File: src/rtl/frac_div_pkg.sv
// Shared fractional-divider ratio constants and monitor state type.
package frac_div_pkg;

    localparam int unsigned FDM_CNT_W   = 8;
    localparam int unsigned FDM_WIN     = 10;
    localparam int unsigned FDM_PER_LO  = 8;
    localparam int unsigned FDM_PER_HI  = 9;
    localparam int unsigned FDM_EXP_SUM = 87;
    localparam int unsigned FDM_SUM_W   = 12;

    typedef enum logic [1:0] {
        IDLE = 2'd0,
        ARM  = 2'd1,
        MEAS = 2'd2
    } fdm_state_t;

endpackage

File: src/rtl/fdm_period_cnt.sv
// Edge detector on the sampled divider clock plus saturating period counter.
module fdm_period_cnt
    import frac_div_pkg::*;
#(
    parameter int unsigned CNT_W = FDM_CNT_W
) (
    input  logic             clk_in,
    input  logic             rst,
    input  logic             div_clk,
    input  logic             clr,
    input  logic             inc,
    output logic             rise,
    output logic [CNT_W-1:0] count,
    output logic             sat
);

    localparam logic [CNT_W-1:0] CNT_MAX = '1;

    logic div_d;

    assign rise = div_clk & ~div_d;
    assign sat  = (count == CNT_MAX);

    // Delayed copy of the divider clock for rising-edge detection
    always_ff @(posedge clk_in or negedge rst) begin
        if (!rst) div_d <= 1'b0;
        else      div_d <= div_clk;
    end

    // Period counter: reload on a rise, otherwise count up and stick at max
    always_ff @(posedge clk_in or negedge rst) begin
        if (!rst)            count <= '0;
        else if (clr)        count <= '0;
        else if (rise)       count <= CNT_W'(1);
        else if (inc && !sat) count <= count + CNT_W'(1);
    end

endmodule

File: src/rtl/frac_div_monitor.sv
// Period / window monitor for the fractional clock divider output.
// Optional duty-cycle check enabled by defining FDM_DUTY_CHECK_EN.
module frac_div_monitor
    import frac_div_pkg::*;
#(
    parameter int unsigned CNT_W   = FDM_CNT_W,
    parameter int unsigned WIN     = FDM_WIN,
    parameter int unsigned PER_LO  = FDM_PER_LO,
    parameter int unsigned PER_HI  = FDM_PER_HI,
    parameter int unsigned EXP_SUM = FDM_EXP_SUM,
    parameter int unsigned SUM_W   = FDM_SUM_W
) (
    input  logic             clk_in,
    input  logic             rst,
    input  logic             en,
    input  logic             div_clk,
    input  logic             clr_err,
    output logic [CNT_W-1:0] period,
    output logic             period_vld,
    output logic [SUM_W-1:0] win_sum,
    output logic             win_vld,
    output logic             err_period,
    output logic             err_sum,
`ifdef FDM_DUTY_CHECK_EN
    output logic [CNT_W-1:0] high_time,
    output logic             err_duty,
`endif
    output logic             armed
);

    localparam int unsigned WC_W = $clog2(WIN + 1);

    fdm_state_t       state, state_next;
    logic             rise, sat, cnt_clr_c, cnt_inc_c;
    logic [CNT_W-1:0] count;
    logic [SUM_W-1:0] acc, sum_c;
    logic [WC_W-1:0]  win_cnt;
    logic             strobe_c, last_c, win_done_c, perr_c, serr_c;

    fdm_period_cnt #(.CNT_W(CNT_W)) u_cnt (
        .clk_in  (clk_in),
        .rst     (rst),
        .div_clk (div_clk),
        .clr     (cnt_clr_c),
        .inc     (cnt_inc_c),
        .rise    (rise),
        .count   (count),
        .sat     (sat)
    );

    // State register
    always_ff @(posedge clk_in or negedge rst) begin
        if (!rst) state <= IDLE;
        else      state <= state_next;
    end

    // Next state and per-cycle measurement decisions
    always_comb begin
        state_next = state;
        cnt_clr_c  = 1'b0;
        cnt_inc_c  = 1'b0;
        strobe_c   = 1'b0;
        case (state)
            IDLE: if (en) state_next = ARM;
            ARM:  if (rise) state_next = MEAS;
            MEAS: begin
                cnt_inc_c = 1'b1;
                strobe_c  = rise;
            end
            default: state_next = IDLE;
        endcase
        if (state == IDLE) cnt_clr_c = 1'b1;
        if (!en) begin
            state_next = IDLE;
            cnt_clr_c  = 1'b1;
            strobe_c   = 1'b0;
        end
    end

    assign last_c     = (win_cnt == WC_W'(WIN - 1));
    assign sum_c      = acc + SUM_W'(count);
    assign win_done_c = strobe_c & last_c;
    assign perr_c     = strobe_c & (sat | ((count != CNT_W'(PER_LO)) && (count != CNT_W'(PER_HI))));
    assign serr_c     = win_done_c & (sum_c != SUM_W'(EXP_SUM));

    // Registered outputs, window accumulator and sticky error flags
    always_ff @(posedge clk_in or negedge rst) begin
        if (!rst) begin
            period     <= '0;
            period_vld <= 1'b0;
            win_sum    <= '0;
            win_vld    <= 1'b0;
            err_period <= 1'b0;
            err_sum    <= 1'b0;
            armed      <= 1'b0;
            acc        <= '0;
            win_cnt    <= '0;
        end else begin
            armed      <= (state_next == MEAS);
            period_vld <= strobe_c;
            win_vld    <= win_done_c;
            err_period <= (err_period & ~clr_err) | perr_c;
            err_sum    <= (err_sum & ~clr_err) | serr_c;
            if (strobe_c) period <= count;
            if (win_done_c) win_sum <= sum_c;
            if (!en || state == IDLE || win_done_c) begin
                acc     <= '0;
                win_cnt <= '0;
            end else if (strobe_c) begin
                acc     <= sum_c;
                win_cnt <= win_cnt + WC_W'(1);
            end
        end
    end

`ifdef FDM_DUTY_CHECK_EN
    localparam int unsigned HT_W = CNT_W + 1;
    localparam logic [CNT_W-1:0] HI_MAX = '1;

    logic             hi_run;
    logic [CNT_W-1:0] hi_cnt, hi_meas;
    logic             duty_bad_c;

    assign duty_bad_c = strobe_c & ((HT_W'(hi_meas) < HT_W'(2)) ||
                                    ((HT_W'(hi_meas) + HT_W'(2)) > HT_W'(count)));

    // High-time measurement from rise to fall, reported with the next period
    always_ff @(posedge clk_in or negedge rst) begin
        if (!rst) begin
            hi_run    <= 1'b0;
            hi_cnt    <= '0;
            hi_meas   <= '0;
            high_time <= '0;
            err_duty  <= 1'b0;
        end else begin
            if (!en) begin
                hi_run <= 1'b0;
                hi_cnt <= '0;
            end else if (rise) begin
                hi_run <= 1'b1;
                hi_cnt <= CNT_W'(1);
            end else if (hi_run && div_clk) begin
                if (hi_cnt != HI_MAX) hi_cnt <= hi_cnt + CNT_W'(1);
            end else if (hi_run) begin
                hi_meas <= hi_cnt;
                hi_run  <= 1'b0;
            end
            if (strobe_c) high_time <= hi_meas;
            err_duty <= (err_duty & ~clr_err) | duty_bad_c;
        end
    end
`endif

endmodule

File: config.mk
export PLATFORM = sky130hd
export DESIGN_NAME = frac_div_monitor
export DESIGN_NICKNAME = d
export VERILOG_FILES = /design/src/rtl/frac_div_pkg.sv /design/src/rtl/fdm_period_cnt.sv /design/src/rtl/frac_div_monitor.sv
export SDC_FILE = /design/constraint.sdc
export NUM_CORES = 1
export LEC_CHECK = 0
export BUFFER_PORTS_ARGS = -buffer_cell sky130_fd_sc_hd__buf_2
export CAP_MARGIN = 20
export CORE_UTILIZATION = 54
export CTS_BUF_LIST = sky130_fd_sc_hd__clkbuf_4
export DETAILED_ROUTE_END_ITERATION = 10
export PLACE_DENSITY_LB_ADDON = 0.12
export REMOVE_ABC_BUFFERS = 1
export SYNTH_ARGS = -nofsm -noshare
export SYNTH_HDL_FRONTEND = slang
export SYNTH_SLANG_ARGS = --single-unit
File: constraint.sdc
create_clock -name clk_in -period 2.7 [get_ports clk_in]
set_clock_uncertainty 0.2 [all_clocks]
set_input_delay 0.405 -clock clk_in [delete_from_list [all_inputs] [get_ports clk_in]]
set_output_delay 0.405 -clock clk_in [all_outputs]
set_load 0.05 [all_outputs]
### Word-level counts from Yosys, hierarchy flattened

Cells that the tools add are included.

* memory bits (read-only): 0
* register bits: 52
* bits in writable memories: 0
* output and inout port bits: 25
* memories: 0
* latch bits: 0

* equal/unequal tests: 8
* add/sub/neg operators: 3
* order comparisons: 0
* bitwise logic cells: 11
* mux-type cells: 15
* div/mod/pow operators: 0
* reductions and logical operators: 9
* shift-type cells: 0
* multiply operators: 0

Operators with widths (count)
* $mux 12: 2
* $mux 8: 3
* $ne 8x4->1 const B: 2
* $add 12x8->12: 1
* $ne 12x7->1 const B: 1
* $add 8x1->8 const B: 1
* $eq 8x8->1 const B: 1
* $mux 4: 2
* $and 1x1->1: 6
* $pmux 2 s3: 1
* $mux 1: 5
* $add 4x1->4 const B: 1
* $eq 2x2->1 const B: 2
* $eq 4x4->1 const B: 1
* $mux 2: 2
* $or 1x1->1: 3
* $reduce_bool 3->1: 1
* $eq 2x1->1 const B: 1
* $logic_and 1x1->1: 2
* $logic_not 1->1: 2
* $logic_not 2->1: 1
* $logic_or 1x1->1: 2
* $not 1->1: 2
* $reduce_bool 2->1: 1

### Logic depth before layout (Yosys ltp)

Gate-level depths: netlist (run 1).

* depth after elaboration: 7
* depth in mapped cells: 9

### Hierarchy

From an unflattened synthesis (run 1), not the netlist that was laid out.

* cells, all modules: 280
* area total of the unflattened synthesis: 2728.9 µm²

Modules (own cells, without submodules)
* frac_div_monitor: area each 2200.9 µm², cells an instance 228, times used 1, sequential area each 1076.0 µm²
* fdm_period_cnt: area each 528.0 µm², cells an instance 52, times used 1, sequential area each 225.2 µm²

### Least setup slack after synthesis (run 1)

Ideal clock, no wire load.

* path kind: reg2reg
* start point: reg u_cnt.count[0]
* end point: reg err_sum
* data arrival time: 2.330 ns
* required time: 2.374 ns
* stages on the path, launching flop included: 9
* setup time: 0.126 ns
* buffers on the path: 0
* period minus slack after synthesis: 2.656 ns
* slack: 0.044 ns
* cell sequence: dfrtp_1 > ha_1 > inv_1 > fa_1 > xor2_1 > or4b_1 > nor4b_2 > nand3b_1 > o32a_1

* longest elaborated chain between the ends: 4

RTL lines
* start: declaration: line fdm_period_cnt.sv:13 `output logic [CNT_W-1:0] count,`
* start signal: assignment: line fdm_period_cnt.sv:35 `else if (inc && !sat) count <= count + CNT_W'(1);`
* $add 12x8->12: line frac_div_monitor.sv:81 `assign sum_c = acc + SUM_W'(count);`
* $ne 12x7->1: line frac_div_monitor.sv:84 `assign serr_c = win_done_c & (sum_c != SUM_W'(EXP_SUM));`
* $and 1x1->1: line frac_div_monitor.sv:84
* $or 1x1->1: line frac_div_monitor.sv:103 `err_sum <= (err_sum & ~clr_err) | serr_c;`
* end signal: assignment: line frac_div_monitor.sv:103
* end: declaration: line frac_div_monitor.sv:23 `output logic err_sum,`

No other way between the ends.
A chain may end at the register's enable or synchronous reset.

### Worst setup path after layout (run 1)

* start point: reg acc[0]
* end point: reg err_sum

* longest elaborated chain between the ends: 4

RTL lines
* start: declaration: line frac_div_monitor.sv:36 `logic [SUM_W-1:0] acc, sum_c;`
* start signal: assignment: line frac_div_monitor.sv:110 `acc <= sum_c;`
* $add 12x8->12: line frac_div_monitor.sv:81
* $ne 12x7->1: line frac_div_monitor.sv:84
* $and 1x1->1: line frac_div_monitor.sv:84
* $or 1x1->1: line frac_div_monitor.sv:103

No other way between the ends.

==> impl_metrics.tcl, run 1 <==
set metrics [dict create \
    status "finished, final reports clean" \
    p_leak_nw 1.58 \
    core_mm2 0.00450 \
    crit_type "reg2reg" \
    worstPathRequired_ns 2.77 \
    grt-busiest-layer "met2" \
    io_buffer_count 29 \
    slowest_delay_ns 0.50 \
    wl_mm 5.19 \
    dp.cells 362 \
    gr-usage-met2 0.375 \
    cts_tree "done" \
    rows 24 \
    antenna_found_initial 0 \
    wire_per_inst_um 13.9 \
    clockBufferDepth 2 \
    start_util 0.581 \
    hold_ws_ns 0.0376 \
    synth_commonest_cells "nand2_1 (62), dfrtp_1 (52), nor2_1 (23)" \
    yosysTopAreaCellShare 0.497 \
    fp.dieW_um 71.6 \
    tns_ns 0 \
    powerDensity_mw_per_mm2 415 \
    rr_worst_depth 8 \
    cap_viol_max_count 0 \
    cp-endpoint "err_sum$_DFF_PN0_" \
    crit_path_start_kind "register" \
    grt_setup_unrepaired "yes" \
    synth_edf_count 0 \
    syn_to_final_growth_pct 18.6 \
    rr_startpoint "acc[0]$_DFFE_PN0P_" \
    grt.overflow.total 0 \
    stdcell_count 374 \
    vias 2026 \
    worstMarginPinSlew_ns 0.618 \
    drt-initial-drc-count 103 \
    insertion_delay_ns 0.37 \
    ant_nets 0 \
    cts_max_level 2 \
    synth_cells 269 \
    startpoint "acc[0]$_DFFE_PN0P_" \
    slew_viol_final 0 \
    crit_chain "ha_2 > inv_1 > fa_2 > xor2_2 > or4b_4 > nor4b_4 > nand3b_1 > o32a_1" \
    use_met3 0.0422 \
    dp_hpwl_mm 3.80 \
    dr.pass1.iters 4 \
    async_reset_ff_frac 1.00 \
    setup_violations 0 \
    layout_min_cycle_time_ns 2.58 \
    clockRootBuffer "clkbuf_4" \
    cts_sinks 52 \
    grt_pass1_wl_mm 9.14 \
    synth_area_mm2 0.00262 \
    yosys.area.top_type "dfrtp_1" \
    synth_seq_cells 52 \
    via_per_inst 5.42 \
    grtUsageMet1 0.320 \
    synth.most_common_cell "nand2_1" \
    hold_viol 0 \
    cp.depth 8 \
    worstPathBufferInverterCount 1 \
    critPathTopFamily "simple AND/OR/NAND/NOR gates" \
    synth_flop_cell "dfrtp_1" \
    worst-path-max-fanout 3 \
    dieHeight_um 71.6 \
    power.total_mw 1.29 \
    postSynthAreaPerCell_um2 9.73 \
    clk_pin_slew_ns 0.15 \
    slew_headroom 0.588 \
    ys_types 50 \
    boundaryPins 30 \
    final_nets 340 \
    crit_slowest_cell "or4b_4" \
    hold_class "in2reg" \
    synthTopCellsByArea "dfrtp_1 (50%), nand2_1 (8.9%), ha_1 (6.2%)" \
    place.gp.congestion 0.962 \
    arrival_ns 2.65 \
    seq_area_frac_synth 0.497 \
    fin_crit_sh 0.954 \
    max_clock_freq_ghz 0.388 \
    synth_warnings 0 \
    grt_pass1_vias 2022 \
    grt_max_degree 28 \
    track_usage 0.233 \
    drc 0 \
    cts-buffers-inserted 5 \
    n_antenna_cell 0 \
    dieArea_mm2 0.00513 \
    r2r-end "err_sum$_DFF_PN0_" \
    r2r_slack_ns 0.12 \
    drive_gt1_frac 0.233 \
    ir_worst_vdd_v 0.000222 \
    endpoint_kind "register" \
]
## through the flow
step                      setup WS [ns]   util  cell area [µm²]
final                             0.123  0.689             3100
after global routing           -0.00473  0.689             3100
after CTS                       0.00227  0.678             3050
after floorplan                  0.0441      -             2590
after global placement           0.0761  0.655             2950
after detailed placement         0.0126  0.655             2950
## layout make-up
cell class / count / area, µm²
clock buffer: 6 / 45.0
sequential: 52 / 1300
tap: 52 / 65.1
fill: 364 / 1400
inverter: 9 / 33.8
clock inverter: 2 / 35.0
multi-input combinational: 202 / 1290
timing repair buffer: 51 / 328
## registers in the layout, indices dropped and copies added, names as in the netlist
register,flops
acc,12
win_sum,12
period,8
u_cnt.count,8
win_cnt,4
state,2
armed,1
err_period,1
err_sum,1
period_vld,1
u_cnt.div_d,1
win_vld,1
## cell families after synthesis
kind of cell	synth area share
muxes	0.00813
adders and majority gates	0.0698
DFF	0.497
xor gates and xnor gates	0.0469
and+or+nand+nor	0.217
buffers and inverters	0.0225
AOI/OAI and AO/OA	0.138
## worst min-delay path by stage
stage / startpoint / endpoint / slack, ns / cells after the start
4_1_cts: clr_err / err_period$_DFF_PN0_ / 0.03 / 2
3_5_place_dp: rst / period[4]$_DFFE_PN0P_ / 0.25 / 1
6_report: clr_err / err_period$_DFF_PN0_ / 0.04 / 2
3_3_place_gp: rst / period[4]$_DFFE_PN0P_ / 0.25 / 1
5_1_grt: clr_err / err_period$_DFF_PN0_ / 0.007 / 2
2_1_floorplan: rst / acc[0]$_DFFE_PN0P_ / -0.09 / 0
## cells in the final DEF (no fill, tap or decap), drive strengths merged, types with 2 or more instances in the layout
master        n
nor2         23
dfrtp        52
o21ai        19
o22ai         2
clkbuf        6
buf          49
nand4         2
o21a          4
nand3         4
nor3          4
a211oi        2
xor2          9
a22o          8
nor4          3
ha           13
or3           2
and4          2
o31ai         2
inv           9
nand2        62
nor2b         3
dlygate4sd3   2
or4b          2
xnor2         5
nand2b        2
or2           2
a21oi        10
## worst reg2reg max path: stages, from the launching register on
cell and delay [ns]:
dfrtp_1 0.38, ha_2 0.18, inv_1 0.06, fa_2 0.40
xor2_2 0.17, or4b_4 0.50, nor4b_4 0.21, nand3b_1 0.11
o32a_1 0.28
## routing by layer
layer	vias up	share of wire	wire, µm
met1	958	0.48	2480
met2	30	0.47	2460
met3	7	0.034	178
met5	-	0	0
li1	1031	-	-
met4	0	0.013	68
## repair_timing
item                       CTS  global route
cloned                       0             0
buffers inserted             0             2
setup endpoints to repair    1             1
hold buffers                 2             0
pin swaps                    0             7
hold endpoints to repair    26             0
resized for setup            1             6
## where the power goes
part / internal (mW) / switching, mW
registers: 0.783 / 0.00318
clock network: 0.204 / 0.237
logic: 0.0186 / 0.0411
total: 1.01 / 0.282
(Power assumes the default switching activity.)
==> run 2, diff against run 1 <==
--- a/config.mk
+++ b/config.mk
@@ -7,10 +7,11 @@
 export LEC_CHECK = 0
 export BUFFER_PORTS_ARGS = -buffer_cell sky130_fd_sc_hd__buf_2
 export CAP_MARGIN = 20
-export CORE_UTILIZATION = 54
+export CORE_UTILIZATION = 50
 export CTS_BUF_LIST = sky130_fd_sc_hd__clkbuf_4
 export DETAILED_ROUTE_END_ITERATION = 10
-export PLACE_DENSITY_LB_ADDON = 0.12
+export PLACE_DENSITY = 0.73
+export RECOVER_POWER = 25
 export REMOVE_ABC_BUFFERS = 1
 export SYNTH_ARGS = -nofsm -noshare
 export SYNTH_HDL_FRONTEND = slang
==> impl_metrics.tcl, run 2 (synthesis results as in run 1) <==
set metrics [dict create \
    grt_pass1_vias 1948 \
    io_buffer_count 29 \
    p_seq_frac 0.661 \
    place_area_mm2 0.00296 \
    rr_startpoint "u_cnt.count[0]$_DFFE_PN0P_" \
    cts_max_level 2 \
    powerDensity_mw_per_mm2 386 \
    design_area_mm2 0.00309 \
    slew_viol_final 0 \
    arrival_ns 2.66 \
    clock_power_share 0.292 \
    mostFrequentLayoutCells "nand2_1 (62), dfrtp_1 (52), buf_2 (27)" \
    wl_met2_mm 2.52 \
    wl_met3_um 169 \
    track_usage 0.215 \
    cap_viol_max_count 0 \
    clk_pin_slew_ns 0.14 \
    hold_ws_ns 0.0530 \
    fin_crit_sh 0.967 \
    clockBufferDepth 2 \
    wl_mm 5.25 \
    grt_pass1_wl_mm 8.90 \
    syn_to_final_growth_pct 18.0 \
    grt_max_degree 32 \
    endpoint_kind "register" \
    status "finished, final reports clean" \
    setup_violations 0 \
    worst-path-max-fanout 3 \
    hold_viol 0 \
    hold_class "in2reg" \
    max_clock_freq_ghz 0.383 \
    crit_type "reg2reg" \
    antenna_found_initial 0 \
    n_antenna_cell 0 \
    worstMarginPinSlew_ns 1.14 \
    vias 2064 \
    multi_input_area_mm2 0.00130 \
    clockRootBuffer "clkbuf_4" \
    crit_path_start_kind "register" \
    cts_tree "done" \
    final-seq-area_mm2 0.00130 \
    drive_gt1_frac 0.224 \
    final_nets 340 \
    cts-buffers-inserted 5 \
    start_util 0.536 \
    m1WireLength_mm 2.49 \
    insertion_delay_ns 0.36 \
    via_per_inst 5.31 \
    p_switching_uw 270 \
    core_mm2 0.00488 \
    pwr-share-comb 0.047 \
    fill_cells 431 \
    wire_per_inst_um 13.5 \
    rr_worst_depth 8 \
    min_to "err_period$_DFF_PN0_" \
    cts_sinks 52 \
    p_leak_nw 1.55 \
    ir_worst_vdd_v 0.000254 \
    holdPathStages 2 \
    tns_ns 0 \
    dieHeight_um 74.3 \
    drt-initial-drc-count 150 \
    fp.dieW_um 74.3 \
    r2r_slack_ns 0.09 \
    min_from "clr_err" \
    place.gp.congestion 0.892 \
    intPower_uw 920 \
    grt.overflow.total 0 \
    rows 25 \
    ant_nets 0 \
    highest_layer "met4" \
    mostFrequentLayoutCell "nand2_1" \
    worstPathRequired_ns 2.75 \
    r2r-end "err_sum$_DFF_PN0_" \
    p_sw_frac 0.227 \
    boundaryPins 30 \
    startpoint "u_cnt.count[0]$_DFFE_PN0P_" \
    power.total_mw 1.19 \
    dp_hpwl_mm 3.83 \
    drc 0 \
    top_regs "acc: 12 flops, win_sum: 12 flops" \
    layout_min_cycle_time_ns 2.61 \
    dieArea_mm2 0.00553 \
    slew_headroom 0.239 \
    dr.pass1.iters 5 \
]
==> run 2: final cells by class <==
| cell class | instances | area share |
|---|---|---|
| clock inverters | 1 | 0.00122 |
| well taps | 67 | 0.0272 |
| clock buffers | 7 | 0.0170 |
| multi-input cells | 202 | 0.422 |
| flip-flops and latches | 52 | 0.422 |
| repair buffers | 51 | 0.101 |
| inverters | 9 | 0.0109 |
==> run 2: worst max path at each step <==
stage / end / slack [ns] / depth (start not counted)
5_1_grt: err_sum$_DFF_PN0_ / -0.02 / 9
3_5_place_dp: err_sum$_DFF_PN0_ / 0.01 / 8
4_1_cts: err_sum$_DFF_PN0_ / 0.04 / 7
2_1_floorplan: err_sum$_DFF_PN0_ / 0.04 / 8
6_report: err_sum$_DFF_PN0_ / 0.09 / 8
3_3_place_gp: err_sum$_DFF_PN0_ / 0.08 / 8
==> run 2: layer usage <==
metal | global-route usage | vias up
met3 | 0.0420 | 7
met2 | 0.359 | 39
met1 | 0.289 | 980
met5 | 0 | -
met4 | 0.0608 | 0
li1 | - | 1038
==> run 2: power groups by stage <==
stage | Combinational, mW | Sequential [mW] | Clock [mW]
3_3_place_gp | 0.0576 | 0.801 | 0
4_1_cts | 0.0607 | 0.787 | 0.360
3_5_place_dp | 0.0582 | 0.801 | 0
5_1_grt | 0.0628 | 0.788 | 0.390
2_1_floorplan | 0.0192 | 0.806 | 0
6_report | 0.0560 | 0.787 | 0.347
==> run 2: worst max-delay path, cell delays in order, from the launching register on <==
cell	delay, ns
dfrtp_1	0.38
ha_2	0.19
inv_1	0.06
fa_2	0.39
xor2_2	0.17
or4b_4	0.51
nor4b_4	0.21
nand3b_1	0.10
o32a_1	0.29
==> run 2: per-stage QoR <==
step           setup slack [ns]   util  std cells
2_1_floorplan            0.0441      -        263
3_3_place_gp             0.0772  0.607        376
3_5_place_dp             0.0107  0.607        376
4_1_cts                  0.0446  0.624        386
5_1_grt                 -0.0216  0.633        389
6_report                 0.0886  0.633        389
==> run 2: what timing repair did <==
item	CTS	global route
buffers inserted	0	3
setup endpoints to repair	1	3
pin swaps	1	6
gates resized for setup	2	6
endpoints found under the hold margin	22	0
hold buffers	2	0
